$ cat config.mk
export PLATFORM = sky130hd
export DESIGN_NAME = mem_arbiter
export DESIGN_NICKNAME = d
export VERILOG_FILES = /design/src/rtl/mem_arb_pkg.sv /design/src/rtl/mem_arbiter.sv
export SDC_FILE = /design/constraint.sdc
export NUM_CORES = 1
export LEC_CHECK = 0
export ABC_CLOCK_PERIOD_IN_PS = 5140
export CORE_AREA = 2 2 119 121
export CTS_CLUSTER_DIAMETER = 150
export DETAILED_ROUTE_END_ITERATION = 12
export DIE_AREA = 0 0 121 123
export GPL_TIMING_DRIVEN = 0
export PLACE_DENSITY = 0.88
export SYNTH_ARGS = -nofsm -noshare
export SYNTH_HDL_FRONTEND = slang
export SYNTH_SLANG_ARGS = --single-unit
export TNS_END_PERCENT = 30
$ cat constraint.sdc
create_clock -name clk -period 5.14 [get_ports clk]
set_input_delay 1.028 -clock clk [delete_from_list [all_inputs] [get_ports clk]]
set_output_delay 1.028 -clock clk [all_outputs]
set_load 0.1 [all_outputs]
$ cat src/rtl/mem_arb_pkg.sv
// Shared types and constants for the memory arbiter.
//   state_e     : arbiter FSM states
//   owner_e     : which requester owns the outstanding read
//   FUNCT3_WORD : access code driven for fetches and while the port is idle
package mem_arb_pkg;

   typedef enum logic [1:0] {
      ST_IDLE    = 2'd0,
      ST_RD_WAIT = 2'd1,
      ST_WR      = 2'd2
   } state_e;

   typedef enum logic {
      OWN_FETCH = 1'b0,
      OWN_DATA  = 1'b1
   } owner_e;

   localparam logic [2:0] FUNCT3_WORD = 3'b010;

endpackage

$ cat src/rtl/mem_arbiter.sv
// mem_arbiter: shares one memory port between an instruction-fetch requester
// and a data (load/store) requester, with a single transaction in flight.
//
// Parameters
//   MEM_LATENCY  cycles (1..7) from address sample edge to valid mem_read_data
// Ports
//   clk, reset                     clock, asynchronous active-high reset
//   if_req/if_addr                 fetch request (held until if_gnt)
//   if_gnt/if_rvalid/if_rdata      fetch accept pulse, read-data pulse, data
//   d_req/d_we/d_funct3/d_addr/d_wdata   data request (held until d_gnt)
//   d_gnt/d_rvalid/d_rdata         data accept pulse, load-data pulse, data
//   mem_*                          registered memory port drive / read data
//   busy                           high whenever the FSM is not idle
// Configuration
//   ARB_ROUND_ROBIN_EN  defined   : on a tie, grant the requester not granted last
//                       undefined : fixed priority, data over fetch
module mem_arbiter
   import mem_arb_pkg::*;
#(
   parameter int unsigned MEM_LATENCY = 1
) (
   input  logic        clk,
   input  logic        reset,
   input  logic        if_req,
   input  logic [31:0] if_addr,
   output logic        if_gnt,
   output logic        if_rvalid,
   output logic [31:0] if_rdata,
   input  logic        d_req,
   input  logic        d_we,
   input  logic [2:0]  d_funct3,
   input  logic [31:0] d_addr,
   input  logic [31:0] d_wdata,
   output logic        d_gnt,
   output logic        d_rvalid,
   output logic [31:0] d_rdata,
   output logic        mem_write_mem,
   output logic [2:0]  mem_funct3,
   output logic [31:0] mem_write_address,
   output logic [31:0] mem_write_data,
   output logic [31:0] mem_read_address,
   input  logic [31:0] mem_read_data,
   output logic        busy
);

   localparam logic [2:0] LAT = 3'(MEM_LATENCY);

   state_e      r_state;
   state_e      w_state_nxt;
   logic [2:0]  r_cnt;
   owner_e      r_owner;
   logic        r_we;
   logic [2:0]  r_funct3;
   logic [31:0] r_wr_addr;
   logic [31:0] r_wdata;
   logic [31:0] r_rd_addr;

   logic        w_gnt_if;
   logic        w_gnt_d;
   logic        w_rd_done;

`ifdef ARB_ROUND_ROBIN_EN
   owner_e      r_last_own;
`endif

   // Next state and combinational grants. Grants are masked while reset is
   // asserted so a held request cannot be acknowledged during reset.
   always_comb begin
      w_state_nxt = r_state;
      w_gnt_if    = 1'b0;
      w_gnt_d     = 1'b0;
      w_rd_done   = 1'b0;
      case (r_state)
         ST_IDLE: begin
            if (!reset) begin
`ifdef ARB_ROUND_ROBIN_EN
               if (d_req && if_req) begin
                  w_gnt_d  = (r_last_own == OWN_FETCH);
                  w_gnt_if = (r_last_own == OWN_DATA);
               end else begin
                  w_gnt_d  = d_req;
                  w_gnt_if = if_req;
               end
`else
               w_gnt_d  = d_req;
               w_gnt_if = if_req & ~d_req;
`endif
               if (w_gnt_d)
                  w_state_nxt = d_we ? ST_WR : ST_RD_WAIT;
               else if (w_gnt_if)
                  w_state_nxt = ST_RD_WAIT;
            end
         end
         ST_RD_WAIT: begin
            // Counter reaching zero marks the cycle the memory word is valid.
            if (r_cnt == 3'd0) begin
               w_rd_done   = 1'b1;
               w_state_nxt = ST_IDLE;
            end
         end
         ST_WR:   w_state_nxt = ST_IDLE;
         default: w_state_nxt = ST_IDLE;
      endcase
   end

   always_ff @(posedge clk or posedge reset) begin
      if (reset) begin
         r_state   <= ST_IDLE;
         r_cnt     <= 3'd0;
         r_owner   <= OWN_FETCH;
         r_we      <= 1'b0;
         r_funct3  <= FUNCT3_WORD;
         r_wr_addr <= 32'd0;
         r_wdata   <= 32'd0;
         r_rd_addr <= 32'd0;
      end else begin
         r_state <= w_state_nxt;
         case (r_state)
            ST_IDLE: begin
               if (w_gnt_d) begin
                  r_owner  <= OWN_DATA;
                  r_funct3 <= d_funct3;
                  if (d_we) begin
                     r_wr_addr <= d_addr;
                     r_wdata   <= d_wdata;
                     r_we      <= 1'b1;
                  end else begin
                     r_rd_addr <= d_addr;
                     r_cnt     <= LAT;
                  end
               end else if (w_gnt_if) begin
                  r_owner   <= OWN_FETCH;
                  r_funct3  <= FUNCT3_WORD;
                  r_rd_addr <= if_addr;
                  r_cnt     <= LAT;
               end
            end
            ST_RD_WAIT: begin
               // Return the port to its idle drive as the read completes.
               if (r_cnt == 3'd0)
                  r_funct3 <= FUNCT3_WORD;
               else
                  r_cnt <= r_cnt - 3'd1;
            end
            ST_WR: begin
               r_we     <= 1'b0;
               r_funct3 <= FUNCT3_WORD;
            end
            default: ;
         endcase
      end
   end

`ifdef ARB_ROUND_ROBIN_EN
   always_ff @(posedge clk or posedge reset) begin
      if (reset)
         r_last_own <= OWN_FETCH;
      else if (w_gnt_d)
         r_last_own <= OWN_DATA;
      else if (w_gnt_if)
         r_last_own <= OWN_FETCH;
   end
`endif

   assign if_gnt    = w_gnt_if;
   assign d_gnt     = w_gnt_d;
   assign if_rvalid = w_rd_done & (r_owner == OWN_FETCH);
   assign d_rvalid  = w_rd_done & (r_owner == OWN_DATA);
   assign if_rdata  = if_rvalid ? mem_read_data : 32'd0;
   assign d_rdata   = d_rvalid  ? mem_read_data : 32'd0;

   assign mem_write_mem     = r_we;
   assign mem_funct3        = r_funct3;
   assign mem_write_address = r_wr_addr;
   assign mem_write_data    = r_wdata;
   assign mem_read_address  = r_rd_addr;
   assign busy              = (r_state != ST_IDLE);

endmodule

==> key figures, run 1 <==
Status
  • Status: complete, no violations

Logic synthesis
  • Yosys reg bits: 106
  • Primary FF master, synth: dfrtp_1
  • Synth cell types: 35
  • Mapped cell area: 5280 sq um
  • Async S/R FF share, synth: 100%
  • EDFF count, synth: 0
  • Synthesized netlist cell count: 511
  • Register area share after synthesis: 50.3%
  • Post-synth net total: 652
  • Synthesis Warnings: 0
  • Mapped Avg Cell Area: 10.3 sq um

Route
  • Routed length on met1: 6440 um
  • Avg Vias per Cell: 4.66
  • DR WL met3: 1540 um
  • DRT antenna net count: 0
  • Highest metal used: met4
  • WL met2: 8210 um
  • DRC: 0
  • Pre-Repair DR Iteration Count: 4
  • Routed WL: 16700 um
  • WL/cell: 16.5 um
  • Via count: 4716
  • DRT iter0 DRCs: 171

Clocking
  • Clk sinks: 106
  • CTS Buf Count: 9
  • Hold-fix buffers, CTS: 0
  • Max Root-Sink Buffers: 2
  • Post-CTS Setup Inserts: 0
  • Clk slew on worst S/H paths: 0.07 ns
  • Worst-skew pair later-pin latency: 0.35 ns
  • CTS tree: done
  • Root buffer cell: clkbuf_16
  • CTS H-Tree Depth: 3
  • Cts repair resizes: 0

GRT
  • Initial antenna violation count: 0
  • Gr ovfl total: 0
  • Number of global-route vias before repair: 4768
  • Largest net degree at the start of global routing: 64
  • Global-route wire length before repair: 25600 um
  • Gr usage total: 22.3%

STA
  • Slew headroom: 30.7%
  • Clock skew: 0.00508 ns
  • Hold Violations, Final: 0
  • RSZ-0062 raised after global routing: false
  • Fin crit share: 85.0%
  • Max Clk Rate: 229 MHz
  • Final count of negative-setup-slack endpoints: 0
  • Min Tclk post-route: 4.37 ns
  • Fin. max-slew vios: 0
  • Actual slew at the worst max-slew pin: 1.04 ns

Layout
  • Register Area: 2650 sq um
  • Fin cells: 1011
  • Share of cells above drive strength 1: 12.5%
  • Area of the multi-input gates: 2420 sq um
  • Ant. Diodes: 0
  • Leading cell type in the layout, fill and taps excluded: clkdlybuf4s50_1
  • NumNets Final: 967
  • Most frequent cells in the layout: clkdlybuf4s50_1, nand2_1, dfrtp_1
  • Layout area overhead: 68.2%
  • Fill cells: 1064

Run
  • Max-cap violations: 0

Floorplan
  • Initial Util: 38.8%
  • Cell Rows: 43
  • Die height: 123 um
  • Die W: 121 um
  • Die outline area: 14900 sq um
  • Core area: 13600 sq um
  • Top-level port count: 305

Setup path
  • Crit-path max FO: 10
  • Worst setup path category: in2out
  • CP Capture Type: output port
  • CP startpoint kind: input port
  • Crit path required time: 4.11 ns
  • R2R Path Start: r_state[0]
  • Worst EP arrival: 3.34 ns
  • Crit path from: reset

Min path
  • Min-delay src: mem_write_data[12]
  • Worst min path class: reg2reg

Placement
  • Placed cell count: 995
  • Number of port buffers: 303
  • GP Congestion: 0.763
  • DP HPWL: 12900 um
worst paths after layout:
| path | end | slack (ns) | depth (start not counted) |
|---|---|---|---|
| max reg2reg | mem_read_address[29] | 3.01 | 6 |
| min in group asynchronous | mem_funct3[0] | 1.23 | 2 |
| max | d_gnt | 0.77 | 5 |
| max in group asynchronous | mem_funct3[1] | 3.18 | 3 |
| min | mem_write_data[12] | 0.48 | 2 |
| min reg2reg | mem_write_data[12] | 0.48 | 2 |
synthesized netlist by cell type (2+ instances only):
cell type / number / area (sq um)
nand2_1: 195 / 732
inv_1: 12 / 45.0
a31oi_1: 2 / 12.5
ha_1: 5 / 62.6
and2_1: 65 / 407
a21oi_1: 2 / 10.0
mux2_4: 56 / 841
mux2_2: 10 / 113
nand2b_1: 5 / 31.3
buf_4: 4 / 30.0
dfrtp_1: 105 / 2630
buf_6: 4 / 45.0
nor2_1: 3 / 11.3
clkbuf_1: 12 / 45.0
buf_2: 8 / 40.0
o21ai_0: 2 / 10.0
mux2i_1: 3 / 30.0
worst max-delay path: stages:
cell and delay, ns:
clkdlybuf4s50_1 0.54, nand3b_4 0.32, buf_6 0.22, inv_1 0.09
clkdlybuf4s50_1 1.14
cell families (layout without fill, tap and decap cells):
family	count (synthesis)	after routing	share of synthesized area, %
muxes	69	69	18.6
adders and majority gates	5	5	1.19
DFF	106	106	50.3
AOI/OAI and AO/OA	13	13	2.02
and+or+nand+nor	278	278	24.0
buffers and inverters	40	360	3.89
routing by layer:
metal  vias up  track usage [%]
met5         -                0
met4         0             8.43
met2       229             38.1
li1       2251                -
met1      2203             25.8
met3        33             7.89
registers in the layout, summed over array words and instances, names as in the netlist:
signal	count
mem_read_address	32
mem_write_address	32
mem_write_data	32
mem_funct3	3
r_cnt	3
r_state	2
mem_write_mem	1
r_owner	1
through the flow:
stage	worst slack, ns	setup TNS [ns]	instance area, sq um	hold WS, ns	util [%]
after CTS	0.736	0	8880	0.480	65.2
after global placement	-0.499	-51.82	8540	0.456	62.7
after floorplan	1.32	0	5280	0.486	-
after global routing	0.521	0	8880	0.505	65.2
after detailed placement	0.771	0	8570	0.462	62.9
final	0.772	0	8880	0.476	65.2
layout make-up:
type | count | share of cell area, %
Buffer | 28 | 1.80
Clock buffer | 10 | 2.69
Clock inverter | 6 | 0.831
Inverter | 12 | 0.535
Multi-Input combinational cell | 365 | 27.3
Sequential cell | 106 | 29.9
Tap cell | 180 | 2.54
Timing Repair Buffer | 304 | 34.5
Power of run 1 is left out: the tool's default activity adds up to more than one toggle a clock period on the data nets, which glitch-free logic cannot reach.
==> run 2, diff against run 1 <==
ABC_CLOCK_PERIOD_IN_PS = 4600   (was 5140)
CORE_AREA = 2 2 102 143   (was 2 2 119 121)
DIE_AREA = 0 0 104 145   (was 0 0 121 123)
PLACE_DENSITY = 0.87   (was 0.88)
clock period = 4.6 ns   (was 5.14 ns; I/O delays follow)
==> key figures, run 2 (synthesis results as in run 1) <==
Layout
  • Layout area overhead: 67.8% (was 68.2%)
  • Fin cells: 1019 (was 1011)
  • Share of cells above drive strength 1: 12.3% (was 12.5%)
  • Final Util: 64.3% (was 65.2%)
  • Most frequent cells in the layout: clkdlybuf4s50_1, nand2_1, dfrtp_1 (unchanged)
  • NumNets Final: 967 (unchanged)
  • Leading cell type in the layout, fill and taps excluded: clkdlybuf4s50_1 (unchanged)
  • Fill cells: 1107 (was 1064)

Placement
  • Pre-CTS setup slack: 0.453 ns (was 0.771 ns)
  • Number of port buffers: 303 (unchanged)
  • Placed cell count: 1000 (was 995)
  • GP Congestion: 0.873 (was 0.763)
  • DP HPWL: 14300 um (was 12900 um)

GRT
  • Gr usage total: 23.7% (was 22.3%)
  • Global-route wire length before repair: 27700 um (was 25600 um)
  • Initial antenna violation count: 6 (was 0)
  • Largest net degree at the start of global routing: 56 (was 64)
  • Number of global-route vias before repair: 4996 (was 4768)
  • Gr ovfl total: 0 (unchanged)

Setup path
  • Crit path required time: 3.68 ns (was 4.11 ns)
  • Worst EP arrival: 3.47 ns (was 3.34 ns)
  • Worst setup path category: reg2out (was in2out)
  • CP Capture Type: output port (unchanged)
  • CP startpoint kind: flop (was input port)
  • Crit-path max FO: 10 (unchanged)

Clocking
  • Clk sinks: 106 (unchanged)
  • Cts repair resizes: 0 (unchanged)
  • CTS Buf Count: 9 (unchanged)
  • Post-CTS Setup Inserts: 0 (unchanged)
  • Worst-skew pair later-pin latency: 0.34 ns (was 0.35 ns)
  • Root buffer cell: clkbuf_16 (unchanged)
  • CTS tree: done (unchanged)
  • Hold-fix buffers, CTS: 0 (unchanged)
  • Max Root-Sink Buffers: 2 (unchanged)
  • CTS H-Tree Depth: 3 (unchanged)
  • Clk slew on worst S/H paths: 0.07 ns (about the same)

Floorplan
  • Core area: 13800 sq um (was 13600 sq um)
  • Initial Util: 38.3% (was 38.8%)
  • Die height: 145 um (was 123 um)
  • Cell Rows: 51 (was 43)
  • Die outline area: 15100 sq um (was 14900 sq um)
  • Die W: 104 um (was 121 um)
  • Top-level port count: 305 (unchanged)

STA
  • Fin crit share: 95.4%
  • Max Clk Rate: 228 MHz
  • Clock skew: 0.0123 ns (was 0.00508 ns)
  • Min Tclk post-route: 4.39 ns
  • Slew headroom: 29.1% (was 30.7%)
  • Actual slew at the worst max-slew pin: 1.06 ns (was 1.04 ns)
  • Final count of negative-setup-slack endpoints: 0 (unchanged)
  • Fin. max-slew vios: 0 (unchanged)
  • WHS: 0.473 ns (was 0.476 ns)
  • Final setup margin: 0.214 ns (was 0.772 ns)
  • Hold Violations, Final: 0 (unchanged)
  • RSZ-0062 raised after global routing: false (unchanged)

Route
  • Avg Vias per Cell: 4.64 (was 4.66)
  • Routed WL: 17800 um (was 16700 um)
  • DRT antenna net count: 0 (unchanged)
  • DRC: 0 (unchanged)
  • Pre-Repair DR Iteration Count: 4 (unchanged)
  • DRT iter0 DRCs: 154 (was 171)
  • WL/cell: 17.4 um (was 16.5 um)
  • Via count: 4732 (was 4716)

Status
  • Status: complete, no violations (unchanged)

Min path
  • Worst min path class: reg2reg (unchanged)

Run
  • Max-cap violations: 0 (unchanged)
==> run 2: cell types whose count changed in the layout (fill, tap and decap cells not counted) <==
cell,delta
diode_2,+4
bufinv_16,-1
clkbuf_8,-1
clkinv_4,+1
inv_6,+1
clkinvlp_4,-2
clkbuf_1,+1
==> run 2: per-stage QoR <==
step	cell area [sq um]	setup TNS, ns
after CTS	8850	0
final	8860	0
after global placement	8540	-100.29
after floorplan	5280	0
after detailed placement	8570	0
after global routing	8850	0
==> run 2: worst paths after layout <==
path,from,endpoint,cells after the start,slack [ns]
hold reg to reg,mem_write_address[27],mem_write_address[27],2,0.47
setup reg to reg,r_state[0],mem_read_address[29],6,2.45
hold / removal,mem_write_address[27],mem_write_address[27],2,0.47
max in group asynchronous,reset,mem_write_data[30],3,2.68
min in group asynchronous,reset,r_owner,2,1.22
setup / recovery,r_state[1],if_rdata[7],7,0.21
==> run 2: critical path, stage by stage, from the launching register on <==
cell and delay [ns]:
dfrtp_1 0.38, inv_1 0.10, ha_1 0.28, and2_1 0.23
nor2b_1 0.35, clkbuf_1 0.40, and2_1 0.23, clkdlybuf4s50_1 1.16
==> run 2: cell type report <==
type	instances	area (sq um)	area share [%]
clock inverter	5	46.3	0.523
sequential	106	2650	30.0
multi-input combinational	365	2420	27.3
buffer	28	160	1.81
antenna	4	10.0	0.113
timing repair buffer	304	3060	34.5
clock buffer	10	229	2.58
inverter	12	47.5	0.537
tap	185	231	2.61
==> run 2: metal layers <==
metal / vias to the layer above / share of wire, % / GRT usage [%]
met5: - / 0.15 / 0
li1: 2250 / - / -
met3: 28 / 10 / 10.2
met4: 4 / 2.0 / 7.23
met1: 2209 / 35 / 24.5
met2: 241 / 53 / 42.9
Power of run 2 is left out for the same reason.
